### src/rtl/ex_muldiv_unit_if.sv
// rtl/ex_muldiv_unit_if.sv - request/result bundle between the EX stage and the mul/div unit
//
// start/op/A/B/flush : request side (driven by the pipeline, master)
// busy/done/hi/lo    : status and HI/LO results (driven by the unit, slave)
interface ex_muldiv_unit_if #(
    parameter int WIDTH = 32
) ();
    logic             start;
    logic [2:0]       op;
    logic [WIDTH-1:0] A;
    logic [WIDTH-1:0] B;
    logic             flush;
    logic             busy;
    logic             done;
    logic [WIDTH-1:0] hi;
    logic [WIDTH-1:0] lo;

    modport master (
        output start, op, A, B, flush,
        input  busy, done, hi, lo
    );

    modport slave (
        input  start, op, A, B, flush,
        output busy, done, hi, lo
    );
endinterface

### src/rtl/ex_muldiv_unit.sv
// rtl/ex_muldiv_unit.sv - iterative MULT/MULTU/DIV/DIVU unit with HI/LO registers
//
// Ports:
//   clk   - rising-edge clock
//   rst_n - synchronous active-low reset
//   bus   - slave side of ex_muldiv_unit_if:
//           start/op/A/B request, flush abort,
//           busy (state decode), done (one-cycle pulse), hi/lo registers
module ex_muldiv_unit #(
    parameter int WIDTH = 32
) (
    input  logic             clk,
    input  logic             rst_n,
    ex_muldiv_unit_if.slave  bus
);
    localparam int CW = $clog2(WIDTH);

    typedef enum logic [1:0] {
        S_IDLE = 2'd0,
        S_RUN  = 2'd1,
        S_FIX  = 2'd2
    } state_t;

    state_t             state;
    state_t             state_nxt;
    logic [CW-1:0]      count;
    // Multiply: {partial product high, remaining multiplier bits}.
    // Divide:   {partial remainder, dividend bits shifting into quotient}.
    logic [2*WIDTH-1:0] acc;
    logic [WIDTH-1:0]   opnd;      // multiplicand or divisor magnitude
    logic               is_div;
    logic               neg_q;     // negate product / quotient
    logic               neg_r;     // negate remainder
    logic               div_zero;
    logic [WIDTH-1:0]   hi_q;
    logic [WIDTH-1:0]   lo_q;
    logic               done_q;

    logic               busy;
    logic               fix_write;
    logic               op_signed;
    logic [WIDTH-1:0]   a_mag;
    logic [WIDTH-1:0]   b_mag;
    logic [WIDTH:0]     mul_sum;
    logic [WIDTH+1:0]   div_diff;
    logic [2*WIDTH-1:0] acc_step;
    logic [2*WIDTH-1:0] prod;
    logic [WIDTH-1:0]   quo;
    logic [WIDTH-1:0]   rem;

    // State register
    always_ff @(posedge clk) begin
        if (!rst_n) begin
            state <= S_IDLE;
        end else begin
            state <= state_nxt;
        end
    end

    // Next state; flush is ignored in IDLE so a coincident start wins
    always_comb begin
        state_nxt = state;
        case (state)
            S_IDLE: if (bus.start && !bus.op[2]) state_nxt = S_RUN;
            S_RUN: begin
                if (bus.flush) begin
                    state_nxt = S_IDLE;
                end else if (count == CW'(WIDTH - 1)) begin
                    state_nxt = S_FIX;
                end
            end
            S_FIX:   state_nxt = S_IDLE;
            default: state_nxt = S_IDLE;
        endcase
    end

    // State-decoded outputs
    always_comb begin
        busy      = (state != S_IDLE);
        fix_write = (state == S_FIX) && !bus.flush;
    end

    // Operand magnitudes; unsigned ops pass through untouched
    always_comb begin
        op_signed = ~bus.op[0];
        a_mag     = (op_signed && bus.A[WIDTH-1]) ? -bus.A : bus.A;
        b_mag     = (op_signed && bus.B[WIDTH-1]) ? -bus.B : bus.B;
    end

    // One iteration: shift-add for multiply, restoring step for divide.
    // On a failed trial subtract the remainder's top bit is always zero,
    // so a plain left shift of acc restores it.
    always_comb begin
        mul_sum  = {1'b0, acc[2*WIDTH-1:WIDTH]} + (acc[0] ? {1'b0, opnd} : '0);
        div_diff = {1'b0, acc[2*WIDTH-1:WIDTH-1]} - {2'b00, opnd};
        if (!is_div) begin
            acc_step = {mul_sum, acc[WIDTH-1:1]};
        end else if (div_diff[WIDTH+1]) begin
            acc_step = {acc[2*WIDTH-2:0], 1'b0};
        end else begin
            acc_step = {div_diff[WIDTH-1:0], acc[WIDTH-2:0], 1'b1};
        end
    end

    // Sign fix-up. Divide-by-zero leaves rem=|A|, which the remainder sign
    // turns back into A, so only the quotient needs forcing.
    always_comb begin
        prod = neg_q ? -acc : acc;
        quo  = div_zero ? '1 : (neg_q ? -acc[WIDTH-1:0] : acc[WIDTH-1:0]);
        rem  = neg_r ? -acc[2*WIDTH-1:WIDTH] : acc[2*WIDTH-1:WIDTH];
    end

    // Datapath and result registers
    always_ff @(posedge clk) begin
        if (!rst_n) begin
            count    <= '0;
            acc      <= '0;
            opnd     <= '0;
            is_div   <= 1'b0;
            neg_q    <= 1'b0;
            neg_r    <= 1'b0;
            div_zero <= 1'b0;
            hi_q     <= '0;
            lo_q     <= '0;
            done_q   <= 1'b0;
        end else begin
            done_q <= fix_write;
            case (state)
                S_IDLE: begin
                    if (bus.start) begin
                        case (bus.op)
                            3'b100: hi_q <= bus.A;
                            3'b101: lo_q <= bus.A;
                            3'b000, 3'b001, 3'b010, 3'b011: begin
                                is_div   <= bus.op[1];
                                neg_q    <= op_signed && (bus.A[WIDTH-1] ^ bus.B[WIDTH-1]);
                                neg_r    <= op_signed && bus.A[WIDTH-1];
                                div_zero <= (bus.B == '0);
                                acc      <= {{WIDTH{1'b0}}, (bus.op[1] ? a_mag : b_mag)};
                                opnd     <= bus.op[1] ? b_mag : a_mag;
                                count    <= '0;
                            end
                            default: ;
                        endcase
                    end
                end
                S_RUN: begin
                    acc   <= acc_step;
                    count <= count + 1'b1;
                end
                S_FIX: begin
                    if (fix_write) begin
                        hi_q <= is_div ? rem : prod[2*WIDTH-1:WIDTH];
                        lo_q <= is_div ? quo : prod[WIDTH-1:0];
                    end
                end
                default: ;
            endcase
        end
    end

    assign bus.busy = busy;
    assign bus.done = done_q;
    assign bus.hi   = hi_q;
    assign bus.lo   = lo_q;
endmodule

### src/flat_wrapper.sv
// flat-port wrapper written by rule: the top's interface ports become plain ports
module ex_muldiv_unit_flat 
#(
    parameter int WIDTH = 32
)
  (clk, rst_n, bus_start, bus_op, bus_A, bus_B, bus_flush, bus_busy, bus_done, bus_hi, bus_lo);
  ex_muldiv_unit_if #(.WIDTH(WIDTH)) bus_i ();
  input  logic clk;
  input  logic rst_n;
  input wire logic [$bits(bus_i.start)-1:0] bus_start;
  input wire logic [$bits(bus_i.op)-1:0] bus_op;
  input wire logic [$bits(bus_i.A)-1:0] bus_A;
  input wire logic [$bits(bus_i.B)-1:0] bus_B;
  input wire logic [$bits(bus_i.flush)-1:0] bus_flush;
  output wire logic [$bits(bus_i.busy)-1:0] bus_busy;
  output wire logic [$bits(bus_i.done)-1:0] bus_done;
  output wire logic [$bits(bus_i.hi)-1:0] bus_hi;
  output wire logic [$bits(bus_i.lo)-1:0] bus_lo;
  assign bus_i.start = bus_start;
  assign bus_i.op = bus_op;
  assign bus_i.A = bus_A;
  assign bus_i.B = bus_B;
  assign bus_i.flush = bus_flush;
  assign bus_busy = bus_i.busy;
  assign bus_done = bus_i.done;
  assign bus_hi = bus_i.hi;
  assign bus_lo = bus_i.lo;
  ex_muldiv_unit #(.WIDTH(WIDTH)) u_core (.clk(clk), .rst_n(rst_n), .bus(bus_i));
endmodule
### config.mk
export PLATFORM = sky130hd
export DESIGN_NAME = ex_muldiv_unit_flat
export DESIGN_NICKNAME = d
export VERILOG_FILES = /design/src/rtl/ex_muldiv_unit_if.sv /design/src/rtl/ex_muldiv_unit.sv /design/src/flat_wrapper.sv
export SDC_FILE = /design/constraint.sdc
export NUM_CORES = 1
export LEC_CHECK = 0
export ABC_AREA = 1
export CAP_MARGIN = 10
export CELL_PAD_IN_SITES_DETAIL_PLACEMENT = 1
export CELL_PAD_IN_SITES_GLOBAL_PLACEMENT = 1
export CORE_MARGIN = 4
export CORE_UTILIZATION = 44
export CTS_CLUSTER_DIAMETER = 60
export DETAILED_ROUTE_END_ITERATION = 10
export HOLD_SLACK_MARGIN = 0.15
export PLACE_DENSITY = 0.86
export SLEW_MARGIN = 20
export SYNTH_ARGS = -nofsm -noshare
export SYNTH_HDL_FRONTEND = slang
export SYNTH_SLANG_ARGS = --single-unit
### constraint.sdc
create_clock -name clk -period 6.2 [get_ports clk]
set_input_delay 0.62 -clock clk [delete_from_list [all_inputs] [get_ports clk]]
set_output_delay 0.62 -clock clk [all_outputs]
set_load 0.005 [all_outputs]
# Word level (Yosys, flattened, before mapping)
# Index checks and enable logic that the tools add are counted.
[totals]
out_inout_bits = 66
register_bits = 172
word_cells = 86
[op_classes]
eq_ne = 15
reduce_logical = 19
add_sub_neg = 8
bitwise_logic = 2
n_mux = 31
[op_table]
columns = ["op", "n"]
rows = [
  ["$mux 32", 16],
  ["$mux 64", 5],
  ["$neg 32->32", 4],
  ["$pmux 32 s2", 2],
  ["$pmux 64 s2", 1],
  ["$neg 64->64", 1],
  ["$sub 33x32->34", 1],
  ["$add 32x33->33", 1],
  ["$logic_not 32->1", 1],
  ["$mux 5", 2],
  ["$pmux 5 s2", 1],
  ["$reduce_and 4->1", 2],
  ["$eq 3x2->1 const B", 2],
  ["$eq 3x3->1 const B", 2],
  ["$mux 2", 3],
  ["$ne 2x1->1 const B", 3],
  ["$ne 2x2->1 const B", 3],
  ["$reduce_and 3->1", 2],
  ["$reduce_bool 2->1", 3],
  ["$add 5x1->5 const B", 1],
  ["$eq 5x5->1 const B", 1],
  ["$logic_and 1x1->1", 5],
  ["$pmux 2 s2", 1],
  ["$reduce_or 4->1", 1],
  ["other kinds (10)", 11],
]

# Logic depth before layout (Yosys ltp)
[logic_depth]
depth_word = 7
depth_mapped = 20
depth_no_buf = 18

# Worst setup path after synthesis
# No wires, ideal clock.
[synth_path]
path_type = "register to register"
start = "register u_core.acc[0]"
end = "register u_core.acc[59]"
arrival_time_ps = 2348
path_slack_ps = 3781
stages_incl_launch_ff = 21
setup_ps = 70
n_path_buf = 2
cell_sequence = "dfxtp_1 buf_6 clkbuf_1 nand2_1 inv_1 ha_1 inv_1 fa_1 inv_1 nand3_1 nand3_1 nand2_1 nand3_1 nand3_1 nand2_1 nand2_1 nand3_1 nand2_1 inv_1 nand2_1 a21oi_1"
[synth_via]
elab_chain_len = 4
[synth_lines]
columns = ["element", "line", "text"]
rows = [
  ["from (decl)", "ex_muldiv_unit.sv:29", "logic [2*WIDTH-1:0] acc;"],
  ["from (signal assigned)", "ex_muldiv_unit.sv:139", "acc <= {{WIDTH{1'b0}}, (bus.op[1] ? a_mag : b_mag)};"],
  ["from (signal assigned)", "ex_muldiv_unit.sv:148", "acc <= acc_step;"],
  ["$mux 32", "ex_muldiv_unit.sv:94", "mul_sum = {1'b0, acc[2*WIDTH-1:WIDTH]} + (acc[0] ? {1'b0, opnd} : '0);"],
  ["$add 32x33->33", "ex_muldiv_unit.sv:94", ""],
  ["$mux 64", "ex_muldiv_unit.sv:96", "if (!is_div) begin"],
  ["$pmux 64 s2", "ex_muldiv_unit.sv:128", "case (state)"],
]
# Every way passes these cells.
# A chain may end at the register's enable or synchronous reset.

# Worst setup path in the final report
[layout_path]
start = "register u_core.state[1]"
end = "register u_core.lo_q[8] (netlist: u_core.bus.lo[8])"
[layout_via]
elab_chain_len = 4
word_cells_on_any_way = 9
[layout_lines]
columns = ["element", "line", "text"]
rows = [
  ["from (decl)", "ex_muldiv_unit.sv:24", "state_t state;"],
  ["from (signal assigned)", "ex_muldiv_unit.sv:56", "state <= state_nxt;"],
  ["$eq 2x2->1", "ex_muldiv_unit.sv:80, ex_muldiv_unit.sv:128", ""],
  ["$logic_and 1x1->1", "ex_muldiv_unit.sv:80", "fix_write = (state == S_FIX) && !bus.flush;"],
  ["$ne 2x1->1 (no line)", "--", ""],
  ["$reduce_and 4->1 (no line)", "--", ""],
  ["to (signal assigned)", "ex_muldiv_unit.sv:133", "3'b101: lo_q <= bus.A;"],
  ["to (signal assigned)", "ex_muldiv_unit.sv:154", "lo_q <= is_div ? quo : prod[WIDTH-1:0];"],
  ["to (decl)", "ex_muldiv_unit.sv:36", "logic [WIDTH-1:0] lo_q;"],
]
# Parallel ways exist; a longest one is shown, timed or not.

==> results_dict.tcl <==
set metrics [dict create \
    status "completed" \
    dpl_cell_area_um2 19500 \
    synth_fp_nets 3428 \
    drc 0 \
    crit_arrival_ps 3990 \
    fmax_mhz 279 \
    total_power_uw 4010 \
    drt-total-wl_um 93200 \
    yosysWarningCount 0 \
    cp_cell_sequence "nand2_1 -> o21ai_0 -> nand2_1 -> buf_4 -> inv_1 -> o21ai_0 -> a21oi_1" \
    antenna_found_initial 1 \
    leakage_uw 0.0100 \
    path_depth 7 \
    wl_met1_um 39100 \
    tightestPinTransition_ps 1110 \
    initial_core_util_pct 44.7 \
    cp.required_ps 6610 \
    slowest_delay_ps 840 \
    reg2reg_depth 7 \
    slew_headroom_pct 25.7 \
    grt_setup_unrepaired "false" \
    design.core.area_um2 40000 \
    dieArea_um2 44000 \
    finalClockSkew_ps 21.0 \
    synth_edf_count 0 \
    first_global_vias 22900 \
    drive_gt1_share_pct 2.69 \
    r2r_start "u_core.state[1]" \
    cp_max_fo 40 \
    grt_usage_pct 40.7 \
    peakVddDrop_mv 0.194 \
    ant_nets 0 \
    yosys.area.top_type "dfxtp_1" \
    synth_seq_cells 172 \
    hp-start "u_core.count[3]" \
    ys.flop_type "dfxtp_1" \
    numPortBuffers 136 \
    cts_setup_buffers 0 \
    area_delta_synth_final_pct 12.8 \
    criticalPathCategory "register to register" \
    dr.pass1.iters 6 \
    crit_slowest_cell "inv_1" \
    htreeDepth 4 \
    power_density_nw_per_um2 199 \
    cts_tree "yes" \
    seq_area_frac_synth_pct 19.2 \
    post_cts_resized 0 \
    first_iter_violations 2756 \
    start_kind "register" \
    num_vias 23500 \
    syn_inst 3285 \
    min_path_cells 2 \
    drv_cap 0 \
    fin_nets 3474 \
    hold_viol 0 \
    synthDominantCellAreaShare_pct 19.2 \
    io-pin-count 137 \
    clk_path_buf_depth 2 \
    tritoncts.num_buffers 17 \
    syn-cell-area_um2 17900 \
    overflow 0 \
    met2_length_um 39100 \
    syn_avg_cell_area_um2 5.45 \
    wl_per_cell_um 24.1 \
    top_layer_used "met5" \
    async_reset_ff_share_pct 0 \
    rows 73 \
    cts-root-buf "clkbuf_16" \
    fin_crit_ps 3580 \
    critPathTopFamily "buffers and inverters" \
    die_x_um 210 \
    synth.top_cells.by_count "914 x nand2_1, 481 x inv_1, 371 x nor2_1" \
    crit_path_end_kind "register" \
    cts_sinks 172 \
    gp_congestion 0.997 \
    synth_cell_type_count 48 \
    grt_max_degree 77 \
    finalSetupViolations 0 \
    diodes 0 \
    hold_buffers 0 \
    setup-tns-final_ps 0 \
    fin_util_pct 50.4 \
    postLayoutCellArea_um2 20200 \
    via_per_inst 6.08 \
    dp_hpwl_um 75000 \
    period_share_pct 57.8 \
    final_max_slew_viol_count 0 \
    synthTopCellsByArea "dfxtp_1 19%, nand2_1 19%, inv_1 10%" \
    route.met3.wl_um 9770 \
    die_h_um 210 \
    synth_most_common_cell "nand2_1" \
    cp_num_buf_inv 2 \
    clk_pin_slew_ps 90 \
    grt_pass1_wl_um 139000 \
    r2r_setup_slack_ps 2620 \
    r2r_end "u_core.bus.lo[8]" \
    worstHoldEndpoint "u_core.count[3]" \
    clk_latency_ps 470 \
    hold_path.class "register to register" \
]
through the flow:
stage	hold WS [ps]	std cells	setup slack, ps
2_1_floorplan	441	3285	3780
3_3_place_gp	450	3837	2700
3_5_place_dp	456	3837	2580
4_1_cts	468	3869	2750
5_1_grt	491	3869	2540
6_report	464	3869	2620
flip-flops by register name, summed over array words and instances (netlist names):
signal	cells
u_core.bus.lo	32
u_core.count	5
u_core.neg_q	1
u_core.acc	64
u_core.opnd	32
u_core.state	2
u_core.div_zero	1
u_core.neg_r	1
u_core.bus.hi	32
u_core.is_div	1
u_core.bus.done	1
worst max path at each step:
| stage | startpoint | to | slack (ps) |
|---|---|---|---|
| CTS | u_core.state[1] | u_core.bus.hi[7] | 2750 |
| global placement | bus_start | u_core.opnd[2] | 2700 |
| finish | u_core.state[1] | u_core.bus.lo[8] | 2620 |
| floorplan | u_core.acc[0] | u_core.acc[59] | 3780 |
| global route | u_core.state[1] | u_core.opnd[13] | 2540 |
| detailed placement | bus_start | u_core.opnd[13] | 2580 |
worst min-delay path, delay by kind of cell, from the launching register on:
kind               cells  cell delay (ps)
DFF                    1              310
and+or+nand+nor        1               60
AOI/OAI and AO/OA      1               50
cell families (layout without fill, tap and decap cells):
logic type | after synthesis | in the layout | synth area share [%]
AND/OR/NAND/NOR | 1744 | 1744 | 40.9
AO/OA/AOI/OAI | 624 | 624 | 18.7
buffers and inverters | 614 | 673 | 13.2
flip-flops | 172 | 172 | 19.2
adder cells (fa/ha/maj) | 72 | 72 | 5.12
XOR/XNOR | 59 | 59 | 2.89
report_power, final:
part / total [uW] / internal [uW] / leakage (uW) / switching [uW]
sequential: 1270 / 1170 / 0.00141 / 99.8
clock: 1210 / 594 / 0.000311 / 617
combinational: 1530 / 454 / 0.00833 / 1080
total: 4010 / 2220 / 0.0100 / 1790
final cells by class:
| cell class | instances | area, um2 |
|---|---|---|
| fill | 5893 | 19800 |
| multi-input combinational | 2499 | 12100 |
| sequential | 172 | 3450 |
| inverter | 488 | 1830 |
| timing repair buffer | 153 | 1490 |
| tap | 525 | 657 |
| clock buffer | 17 | 425 |
| clock inverter | 15 | 218 |
placed cells by master, fill, tap and decap left out, types with 48 or more instances in the layout:
master / n
inv_1: 479
a21oi_1: 254
nand4_1: 55
clkdlybuf4s50_1: 135
ha_1: 70
dfxtp_1: 170
nand2_1: 914
nand3_1: 314
xor2_1: 48
o21ai_0: 268
nor2_1: 368
layer usage:
| layer | up-vias | global-route usage [%] |
|---|---|---|
| met5 | - | 0 |
| met4 | 2 | 19.2 |
| met3 | 249 | 7.83 |
| met2 | 1260 | 60.7 |
| met1 | 11300 | 56.4 |
| li1 | 10700 | - |
Power figures use the tool's default switching activity.
